==> config.mk <==
export PLATFORM = sky130hd
export DESIGN_NAME = shared_adder_scheduler_flat
export DESIGN_NICKNAME = d
export VERILOG_FILES = /design/src/rtl/shared_adder_scheduler_pkg.sv /design/src/rtl/shared_adder_scheduler_if.sv /design/src/rtl/shared_adder_scheduler_operand_select.sv /design/src/rtl/shared_adder_scheduler.sv /design/src/flat_wrapper.sv
export SDC_FILE = /design/constraint.sdc
export NUM_CORES = 1
export LEC_CHECK = 0
export CORE_MARGIN = 8
export CORE_UTILIZATION = 44
export CTS_CLUSTER_SIZE = 14
export DETAILED_ROUTE_END_ITERATION = 10
export PLACE_DENSITY = 0.82
export SYNTH_ARGS = -nofsm -noshare
export SYNTH_HDL_FRONTEND = slang
export SYNTH_SLANG_ARGS = --single-unit
==> constraint.sdc <==
create_clock -name clk -period 2.6 [get_ports clk]
set_clock_uncertainty 0.15 [all_clocks]
set_input_delay 0.78 -clock clk [delete_from_list [all_inputs] [get_ports clk]]
set_output_delay 0.78 -clock clk [all_outputs]
set_load 0.1 [all_outputs]
==> src/rtl/shared_adder_scheduler_pkg.sv <==
// Package for the shared-adder scheduler: default widths, the channel
// enumeration used by the round-robin pointer and the grant decode, and
// a helper that names the opposite channel.
package shared_adder_pkg;

    localparam int WIDTH_DEF = 8;
    localparam int CNT_W_DEF = 16;

    typedef enum logic {
        CH_X = 1'b0,
        CH_Y = 1'b1
    } channel_t;

    // Opposite channel, used to hand priority over after a contested grant.
    function automatic channel_t other_ch(input channel_t ch);
        channel_t res;
        case (ch)
            CH_X:    res = CH_Y;
            CH_Y:    res = CH_X;
            default: res = CH_X;
        endcase
        return res;
    endfunction

endpackage

==> src/rtl/shared_adder_scheduler_if.sv <==
// Bus between the operand sources / result consumers and the scheduler.
// Carries the six operand buses, the X and Y request handshakes with their
// pair selects, the X and Y result handshakes, and the completed-operation
// counter. The scheduler uses the slave modport; the environment uses master.
interface shared_adder_scheduler_if #(
    parameter int WIDTH = 8,
    parameter int CNT_W = 16
);
    logic [WIDTH-1:0] a, b, c, d, e, f;
    logic             x_req_valid, x_req_ready, x_sel;
    logic             y_req_valid, y_req_ready, y_sel;
    logic [WIDTH:0]   x_res, y_res;
    logic             x_res_valid, x_res_ready;
    logic             y_res_valid, y_res_ready;
    logic [CNT_W-1:0] op_count;

    modport slave (
        input  a, b, c, d, e, f,
        input  x_req_valid, x_sel, y_req_valid, y_sel,
        input  x_res_ready, y_res_ready,
        output x_req_ready, y_req_ready,
        output x_res, x_res_valid, y_res, y_res_valid,
        output op_count
    );

    modport master (
        output a, b, c, d, e, f,
        output x_req_valid, x_sel, y_req_valid, y_sel,
        output x_res_ready, y_res_ready,
        input  x_req_ready, y_req_ready,
        input  x_res, x_res_valid, y_res, y_res_valid,
        input  op_count
    );
endinterface

==> src/rtl/shared_adder_scheduler_operand_select.sv <==
// 2:1 selector of operand pairs. sel=1 passes (p0,p1), sel=0 passes (q0,q1).
// Ports: sel, p0/p1, q0/q1 in; op0/op1 out (WIDTH bits each).
module operand_select #(
    parameter int WIDTH = 8
) (
    input  logic             sel,
    input  logic [WIDTH-1:0] p0,
    input  logic [WIDTH-1:0] p1,
    input  logic [WIDTH-1:0] q0,
    input  logic [WIDTH-1:0] q1,
    output logic [WIDTH-1:0] op0,
    output logic [WIDTH-1:0] op1
);

    // Pair multiplexer.
    always_comb begin
        op0 = q0;
        op1 = q1;
        if (sel) begin
            op0 = p0;
            op1 = p1;
        end else begin
            op0 = q0;
            op1 = q1;
        end
    end

endmodule

==> src/rtl/shared_adder_scheduler.sv <==
// Shared-adder scheduler: accepts X and Y add requests, captures each
// request's operand pair at acceptance and time-multiplexes a single adder
// between the two channels with round-robin arbitration on contention.
// Ports: clk, rst_n (synchronous, active-low); bus (slave modport) carrying
// operands, request/result handshakes and the op_count counter.
module shared_adder_scheduler
    import shared_adder_pkg::*;
#(
    parameter int WIDTH = WIDTH_DEF,
    parameter int CNT_W = CNT_W_DEF
) (
    input  logic                    clk,
    input  logic                    rst_n,
    shared_adder_scheduler_if.slave bus
);

    logic [WIDTH-1:0] x_sel0_s, x_sel1_s, y_sel0_s, y_sel1_s;
    logic [WIDTH-1:0] x_op0_r, x_op1_r, y_op0_r, y_op1_r;
    logic [WIDTH-1:0] add_a_s, add_b_s;
    logic [WIDTH:0]   sum_s, x_res_r, y_res_r;
    logic             x_pend_r, y_pend_r, x_res_valid_r, y_res_valid_r;
    logic             ready_en_r, x_ready_s, y_ready_s, x_accept_s, y_accept_s;
    logic             grant_any_s;
    channel_t         grant_ch_s, rr_r, rr_next_s;
    logic [CNT_W-1:0] op_count_r;

    operand_select #(.WIDTH(WIDTH)) u_x_select (
        .sel(bus.x_sel), .p0(bus.a), .p1(bus.b), .q0(bus.c), .q1(bus.d),
        .op0(x_sel0_s), .op1(x_sel1_s)
    );

    operand_select #(.WIDTH(WIDTH)) u_y_select (
        .sel(bus.y_sel), .p0(bus.e), .p1(bus.f), .q0(bus.a), .q1(bus.b),
        .op0(y_sel0_s), .op1(y_sel1_s)
    );

    // ready_en_r keeps req_ready low while reset is asserted and for the reset edge itself.
    assign x_ready_s  = ready_en_r && !x_pend_r && !x_res_valid_r;
    assign y_ready_s  = ready_en_r && !y_pend_r && !y_res_valid_r;
    assign x_accept_s = bus.x_req_valid && x_ready_s;
    assign y_accept_s = bus.y_req_valid && y_ready_s;

    // Arbitration, operand steering into the single adder, and next rr pointer.
    always_comb begin
        grant_any_s = 1'b0;
        grant_ch_s  = CH_X;
        rr_next_s   = rr_r;
        case ({x_pend_r, y_pend_r})
            2'b10: begin
                grant_any_s = 1'b1;
                grant_ch_s  = CH_X;
            end
            2'b01: begin
                grant_any_s = 1'b1;
                grant_ch_s  = CH_Y;
            end
            2'b11: begin
                grant_any_s = 1'b1;
                grant_ch_s  = rr_r;
                rr_next_s   = other_ch(rr_r);
            end
            default: begin
                grant_any_s = 1'b0;
            end
        endcase
        if (grant_ch_s == CH_Y) begin
            add_a_s = y_op0_r;
            add_b_s = y_op1_r;
        end else begin
            add_a_s = x_op0_r;
            add_b_s = x_op1_r;
        end
        sum_s = {1'b0, add_a_s} + {1'b0, add_b_s};
    end

    // Arbiter pointer, completed-operation counter and ready enable.
    always_ff @(posedge clk) begin
        if (!rst_n) begin
            rr_r       <= CH_X;
            op_count_r <= '0;
            ready_en_r <= 1'b0;
        end else begin
            rr_r       <= rr_next_s;
            ready_en_r <= 1'b1;
            if (grant_any_s) begin
                op_count_r <= op_count_r + CNT_W'(1);
            end else begin
                op_count_r <= op_count_r;
            end
        end
    end

    // X channel: capture at acceptance, result on grant, release on consume.
    always_ff @(posedge clk) begin
        if (!rst_n) begin
            x_pend_r      <= 1'b0;
            x_op0_r       <= '0;
            x_op1_r       <= '0;
            x_res_r       <= '0;
            x_res_valid_r <= 1'b0;
        end else begin
            if (x_accept_s) begin
                x_op0_r  <= x_sel0_s;
                x_op1_r  <= x_sel1_s;
                x_pend_r <= 1'b1;
            end else if (grant_any_s && grant_ch_s == CH_X) begin
                x_pend_r <= 1'b0;
            end else begin
                x_pend_r <= x_pend_r;
            end
            if (grant_any_s && grant_ch_s == CH_X) begin
                x_res_r       <= sum_s;
                x_res_valid_r <= 1'b1;
            end else if (x_res_valid_r && bus.x_res_ready) begin
                x_res_valid_r <= 1'b0;
            end else begin
                x_res_valid_r <= x_res_valid_r;
            end
        end
    end

    // Y channel: capture at acceptance, result on grant, release on consume.
    always_ff @(posedge clk) begin
        if (!rst_n) begin
            y_pend_r      <= 1'b0;
            y_op0_r       <= '0;
            y_op1_r       <= '0;
            y_res_r       <= '0;
            y_res_valid_r <= 1'b0;
        end else begin
            if (y_accept_s) begin
                y_op0_r  <= y_sel0_s;
                y_op1_r  <= y_sel1_s;
                y_pend_r <= 1'b1;
            end else if (grant_any_s && grant_ch_s == CH_Y) begin
                y_pend_r <= 1'b0;
            end else begin
                y_pend_r <= y_pend_r;
            end
            if (grant_any_s && grant_ch_s == CH_Y) begin
                y_res_r       <= sum_s;
                y_res_valid_r <= 1'b1;
            end else if (y_res_valid_r && bus.y_res_ready) begin
                y_res_valid_r <= 1'b0;
            end else begin
                y_res_valid_r <= y_res_valid_r;
            end
        end
    end

    assign bus.x_req_ready = x_ready_s;
    assign bus.y_req_ready = y_ready_s;
    assign bus.x_res       = x_res_r;
    assign bus.y_res       = y_res_r;
    assign bus.x_res_valid = x_res_valid_r;
    assign bus.y_res_valid = y_res_valid_r;
    assign bus.op_count    = op_count_r;

endmodule
==> src/flat_wrapper.sv <==
// flat-port wrapper written by rule: the top's interface ports become plain ports
module shared_adder_scheduler_flat import shared_adder_pkg::*;
#(
    parameter int WIDTH = WIDTH_DEF,
    parameter int CNT_W = CNT_W_DEF
)
  (clk, rst_n, bus_a, bus_b, bus_c, bus_d, bus_e, bus_f, bus_x_req_valid, bus_x_sel, bus_y_req_valid, bus_y_sel, bus_x_res_ready, bus_y_res_ready, bus_x_req_ready, bus_y_req_ready, bus_x_res, bus_x_res_valid, bus_y_res, bus_y_res_valid, bus_op_count);
  shared_adder_scheduler_if #(.WIDTH(WIDTH), .CNT_W(CNT_W)) bus_i ();
  input  logic clk;
  input  logic rst_n;
  input wire logic [$bits(bus_i.a)-1:0] bus_a;
  input wire logic [$bits(bus_i.b)-1:0] bus_b;
  input wire logic [$bits(bus_i.c)-1:0] bus_c;
  input wire logic [$bits(bus_i.d)-1:0] bus_d;
  input wire logic [$bits(bus_i.e)-1:0] bus_e;
  input wire logic [$bits(bus_i.f)-1:0] bus_f;
  input wire logic [$bits(bus_i.x_req_valid)-1:0] bus_x_req_valid;
  input wire logic [$bits(bus_i.x_sel)-1:0] bus_x_sel;
  input wire logic [$bits(bus_i.y_req_valid)-1:0] bus_y_req_valid;
  input wire logic [$bits(bus_i.y_sel)-1:0] bus_y_sel;
  input wire logic [$bits(bus_i.x_res_ready)-1:0] bus_x_res_ready;
  input wire logic [$bits(bus_i.y_res_ready)-1:0] bus_y_res_ready;
  output wire logic [$bits(bus_i.x_req_ready)-1:0] bus_x_req_ready;
  output wire logic [$bits(bus_i.y_req_ready)-1:0] bus_y_req_ready;
  output wire logic [$bits(bus_i.x_res)-1:0] bus_x_res;
  output wire logic [$bits(bus_i.x_res_valid)-1:0] bus_x_res_valid;
  output wire logic [$bits(bus_i.y_res)-1:0] bus_y_res;
  output wire logic [$bits(bus_i.y_res_valid)-1:0] bus_y_res_valid;
  output wire logic [$bits(bus_i.op_count)-1:0] bus_op_count;
  assign bus_i.a = bus_a;
  assign bus_i.b = bus_b;
  assign bus_i.c = bus_c;
  assign bus_i.d = bus_d;
  assign bus_i.e = bus_e;
  assign bus_i.f = bus_f;
  assign bus_i.x_req_valid = bus_x_req_valid;
  assign bus_i.x_sel = bus_x_sel;
  assign bus_i.y_req_valid = bus_y_req_valid;
  assign bus_i.y_sel = bus_y_sel;
  assign bus_i.x_res_ready = bus_x_res_ready;
  assign bus_i.y_res_ready = bus_y_res_ready;
  assign bus_x_req_ready = bus_i.x_req_ready;
  assign bus_y_req_ready = bus_i.y_req_ready;
  assign bus_x_res = bus_i.x_res;
  assign bus_x_res_valid = bus_i.x_res_valid;
  assign bus_y_res = bus_i.y_res;
  assign bus_y_res_valid = bus_i.y_res_valid;
  assign bus_op_count = bus_i.op_count;
  shared_adder_scheduler #(.WIDTH(WIDTH), .CNT_W(CNT_W)) u_core (.clk(clk), .rst_n(rst_n), .bus(bus_i));
endmodule
[Yosys cells after proc, flatten, opt, wreduce, memory -nomap -nowiden]
Cells that the tools add are included.
Storage, ports and cells
  output and inout port bits: 38
  input port bits: 56
  logic and storage cells: 57
  register bits after elaboration: 72
Cells by class
  $add $sub $neg: 2
  muxes and demuxes: 18
  reductions and logical operators: 19
  equal/unequal tests: 3
  bitwise logic cells: 2
Operator list (number)
  8-bit 2-to-1 mux: 6
  16-bit by 1-bit adder with 16-bit output (second input constant): 1
  1-bit logical AND: 10
  1-bit 2-to-1 mux: 10
  8-bit by 8-bit adder with 9-bit output: 1
  2-bit nonzero test: 4
  2-bit == test (second input constant): 2
  1-bit logical NOT: 4
  1-bit one-hot mux with 2 select lines: 2
  3-bit OR reduction: 1
  2-bit by 1-bit == test with 1-bit output (second input constant): 1
  1-bit NOT: 2

[Logic depth before layout (Yosys ltp)]
  word-level depth: 6
  mapped depth: 14
  depth with buffers taken out: 11

[Hierarchy]
Synthesis repeated with hierarchy kept, for this count alone.
Second synthesis, totals
  cell total of the unflattened synthesis: 457
  area, all modules: 3756.1 um^2
Modules (own cells, without submodules)
  shared_adder_scheduler: seq. area each 1441.4 um^2, instances 1, cells each 421, area each 3258.1 um^2
  operand_select: seq. area each 0.0 um^2, instances 2, cells each 18, area each 249.0 um^2

[Least setup slack after synthesis]
Ideal clock, no wire load.
  path kind: reg-to-reg
  from: register u_core.y_res_valid_r (netlist: u_core.bus.y_res_valid)
  to: register u_core.y_op0_r[0]
  data required time: 2.364 ns
  setup slack: -0.417 ns
  arrival: 2.781 ns
  buffers on the path: 2
  library setup time: 0.086 ns
  clock period less this slack: 3.017 ns
  stages on the path, launching flop included: 7
  cell sequence: dfxtp_1 -> nor3b_2 -> and2_1 -> buf_2 -> buf_4 -> nor2_1 -> a211oi_1
Between the ends
  word-level cells in the longest chain between the ends: 3
Ends and longest elaborated chain
  start, declared: RTL line shared_adder_scheduler.sv:21  | logic x_pend_r, y_pend_r, x_res_valid_r, y_res_valid_r;
  start signal, assigned: RTL line shared_adder_scheduler.sv:146  | y_res_valid_r <= y_res_valid_r;
  1-bit logical NOT: RTL line shared_adder_scheduler.sv:39  | assign y_ready_s = ready_en_r && !y_pend_r && !y_res_valid_r;
  1-bit logical AND: RTL line shared_adder_scheduler.sv:39
  via bus_y_req_ready: RTL line flat_wrapper.sv:24  | output wire logic [$bits(bus_i.y_req_ready)-1:0] bus_y_req_ready;
  1-bit logical AND: RTL line shared_adder_scheduler.sv:41  | assign y_accept_s = bus.y_req_valid && y_ready_s;
  end signal, assigned: RTL line shared_adder_scheduler.sv:132  | y_op0_r <= y_sel0_s;
  end, declared: RTL line shared_adder_scheduler.sv:18  | logic [WIDTH-1:0] x_op0_r, x_op1_r, y_op0_r, y_op1_r;
The timed path passes the listed nets, and every way through them passes these cells.
A chain may end at the register's enable or synchronous reset.

[Final worst setup path]
  from: register u_core.x_pend_r
  to: register u_core.x_res_r[7] (netlist: u_core.bus.x_res[7])
Between the ends
  word-level cells in the longest chain between the ends: 4
  elaborated cells on any way between the ends: 11
  classes of those cells: add/sub: 1; eq/ne: 3; mux: 4; bitwise: 1; reduce/logical: 2
Ends and longest elaborated chain
  start, declared: RTL line shared_adder_scheduler.sv:21
  start signal, assigned: RTL line shared_adder_scheduler.sv:109  | x_pend_r <= x_pend_r;
  2-bit == test or 2-bit by 1-bit == test with 1-bit output (tied branches): RTL line shared_adder_scheduler.sv:48  | case ({x_pend_r, y_pend_r})
  1-bit one-hot mux with 2 select lines or 3-bit OR reduction (tied branches)
  8-bit 2-to-1 mux, or another cell as far along: RTL line shared_adder_scheduler.sv:66  | if (grant_ch_s == CH_Y) begin
  8-bit by 8-bit adder with 9-bit output or 1-bit logical AND (tied branches): RTL line shared_adder_scheduler.sv:73, shared_adder_scheduler.sv:111
  end signal, assigned: RTL line shared_adder_scheduler.sv:112  | x_res_r <= sum_s;
  end, declared: RTL line shared_adder_scheduler.sv:20  | logic [WIDTH:0] sum_s, x_res_r, y_res_r;
Parallel ways exist; a longest one is shown, timed or not.

==> metrics.csv <==
metric,value,unit
share of cells above drive strength 1,17.6,%
Final Hold Fails,0,
H-tree levels,3,
Post-Syn Area,3650,um2
combinational share of power,21.6,%
WP data required,2.73,ns
most frequent cells in the layout,"70 x dfxtp_1, 69 x nand2_1, 59 x nor2_1",
CTS tree,yes,
Worst Tran Pin Value,0.335,ns
grt total ovfl,0,
Synth area leaders,"dfxtp_1 39%, mux2i_1 9.9%, nand2_1 7.1%",
FF-to-FF setup slack,0.14,ns
Sw Ratio,29.6,%
Vias,3308,
DRC,0,
Initial Util,44.9,%
Tcrit/Tclk final,94.5,%
Die ar.,11500,um2
WHS Path Cells,2,
synthesis-stage register bit count,72,
Sum Neg Setup Slack,0,ns
worst hold path endpoint,u_core.bus.y_res[2],
P_leak,2.01,nW
Fmax,407,MHz
GRT Total Usage,16.8,%
initial drt markers,116,
Total Wirelength,9310,um
CP max FO,8,
Die W,107,um
worst reg2reg path depth,10,
Main synth FF type,dfxtp_1,
clock buffer depth,2,
Syn Nets,496,
syn avg cell area,8.49,um2
Root Driver,clkbuf_8,
Final nets,590,
Core ar.,8130,um2
maxcap violations,0,
CP startpoint kind,register,
Placer Congestion,0.830,
cts bufs inserted,9,
Area after DPL,4680,um2
Synth area leader,dfxtp_1,
Antenna Cells,0,
min-delay src,u_core.bus.y_res[2],
Yosys warning count,0,
DP HPWL,7250,um
I/O Pins,94,
vias in the first global route,3353,
Final ANT Viol Nets,0,
IO buf count,93,
crit path kind,reg -> reg,
"most common cell after layout, fill and taps aside",dfxtp_1,
Rel. slew slack,77.6,%
Final min period,2.46,ns
reg2reg start,u_core.x_pend_r,
Critical Path AT,2.59,ns
first-pass GRT wire length,15800,um
outcome,"finished, final reports clean",
critical path endpoint category,register,
largest net degree at the start of global routing,46,
RSZ-0062 raised after global routing,false,
clock sink count,72,
Pins Over Slew Limit,0,
Post-CTS Setup Bufs,0,
share of the synthesized area in the top cell type,39.5,%
Yosys cell types,48,
CTS Hold Bufs,0,
Pint,1.82,mW
Filler cells,691,
sequential fraction of the synthesis area,39.5,%
"Async S/R FF share, synth",0,%
DRT Pass-1 Iters,4,
initial antenna violation count,0,
HP Class,reg -> reg,
fin area,4900,um2
power share of the sequential group,46.0,%
"Clk pin slew, worst setup/hold paths",0.07,ns
Die H,107,um
"EDFF count, synth",0,
Gate Count Post-Synth,430,
WL/cell,14.7,um
vias per cell,5.23,
crit path from,u_core.x_pend_r,
row cnt,33,
Pwr Density,528,nW/um2
Area Growth Syn to Fin,34.3,%
Clock Power Share,32.4,%
Worst-Skew Late Latency,0.36,ns
Reg-to-Reg End,u_core.bus.x_res[7],
# setup viols final,0,
Psw,0.765,mW
VDD IR-drop max,0.210,mV
==> final cells by class <==
type / instances / area [um2] / share of cell area, %
clock buffers: 9 / 124 / 2.53
flip-flops and latches: 72 / 1440 / 29.4
clock inverters: 6 / 61.3 / 1.25
multi-input cells: 320 / 2070 / 42.2
inverters: 9 / 33.8 / 0.689
well taps: 105 / 131 / 2.68
repair buffers: 112 / 1040 / 21.2
==> registers in the layout, summed over array words and instances (netlist names), 8 cells and up <==
name and count:
u_core.bus.op_count 16, u_core.bus.x_res 9, u_core.bus.y_res 9, u_core.x_op0_r 8, u_core.x_op1_r 8, u_core.y_op0_r 8, u_core.y_op1_r 8
==> per-stage QoR <==
step / util, % / worst slack [ns] / power, mW / instances / hold slack (ns)
final: 60.3 / 0.142 / 2.59 / 633 / 0.307
after CTS: 59.9 / 0.0253 / 2.60 / 633 / 0.307
after global routing: 60.3 / 0.00979 / 2.71 / 633 / 0.329
after floorplan: - / -0.00432 / 1.57 / 430 / 0.327
after detailed placement: 57.6 / 0.0138 / 1.77 / 618 / 0.297
after global placement: 57.6 / 0.133 / 1.76 / 618 / 0.297
==> how the worst max path moves through the flow <==
stage / end
after global routing: u_core.bus.x_res[7]
after detailed placement: u_core.bus.x_res[7]
after global placement: u_core.bus.x_res[7]
after floorplan: u_core.bus.y_res[7]
final: u_core.bus.x_res[7]
after CTS: u_core.bus.x_res[7]
==> synthesized netlist by cell type (2+ instances only) <==
master     instances
nor4_2             2
buf_4              6
nand2b_1           6
o2111ai_1          6
dfxtp_1           72
or3_1              2
nor3_1             3
and2_1             3
a31oi_1            2
a21oi_1           19
or4_1              2
o311ai_0           2
o211ai_1           4
ha_1               9
buf_2             14
nor3b_2            2
inv_1              8
clkbuf_1           8
xnor2_1            9
nand3b_1           2
nor2_1            59
a211oi_1          34
mux2i_1           36
nand3_1           13
nor3b_1            2
o21a_1             3
nand2_1           69
o21ai_0            9
nand4_1            2
xor2_1             4
==> repair_timing <==
item | CTS | global route
gates resized for setup | 1 | 11
setup endpoints to repair | 1 | 10
pin swaps | 0 | 2
==> cell families (layout without fill, tap and decap cells) <==
| kind of cell | count (synthesis) | after routing | synth area share, % |
|---|---|---|---|
| buffers and inverters | 38 | 136 | 5.21 |
| DFF | 72 | 72 | 39.5 |
| muxes | 37 | 37 | 10.2 |
| adders and majority gates | 10 | 10 | 3.63 |
| AOI/OAI and AO/OA | 89 | 89 | 17.5 |
| xor gates and xnor gates | 13 | 13 | 3.12 |
| and+or+nand+nor | 171 | 171 | 20.9 |
==> layer usage <==
layer,GRT usage (%),part of all wire [%],wire length [um],up-vias
met5,0,0,0,-
met1,20.8,45,4210,1494
li1,-,-,-,1695
met2,26.8,47,4400,107
met4,6.73,1.5,141,0
met3,4.50,6.0,560,12
==> power by group through the flow <==
stage | Sequential, mW | Combinational, mW | Clock, mW
after detailed placement | 1.21 | 0.554 | 0
after floorplan | 1.31 | 0.264 | 0
after global routing | 1.20 | 0.606 | 0.906
after CTS | 1.19 | 0.556 | 0.856
final | 1.19 | 0.559 | 0.838
after global placement | 1.21 | 0.543 | 0
==> worst max-delay path, cell delays in order (launching register included) <==
cell	delay, ns
dfxtp_1	0.39
nand2b_4	0.08
and2_4	0.19
buf_4	0.16
nand2_1	0.06
nand2_1	0.05
ha_1	0.35
nand3_1	0.21
a211oi_2	0.13
or4_1	0.52
nand3_1	0.10
No activity file was read; power rests on OpenSTA's default activity.
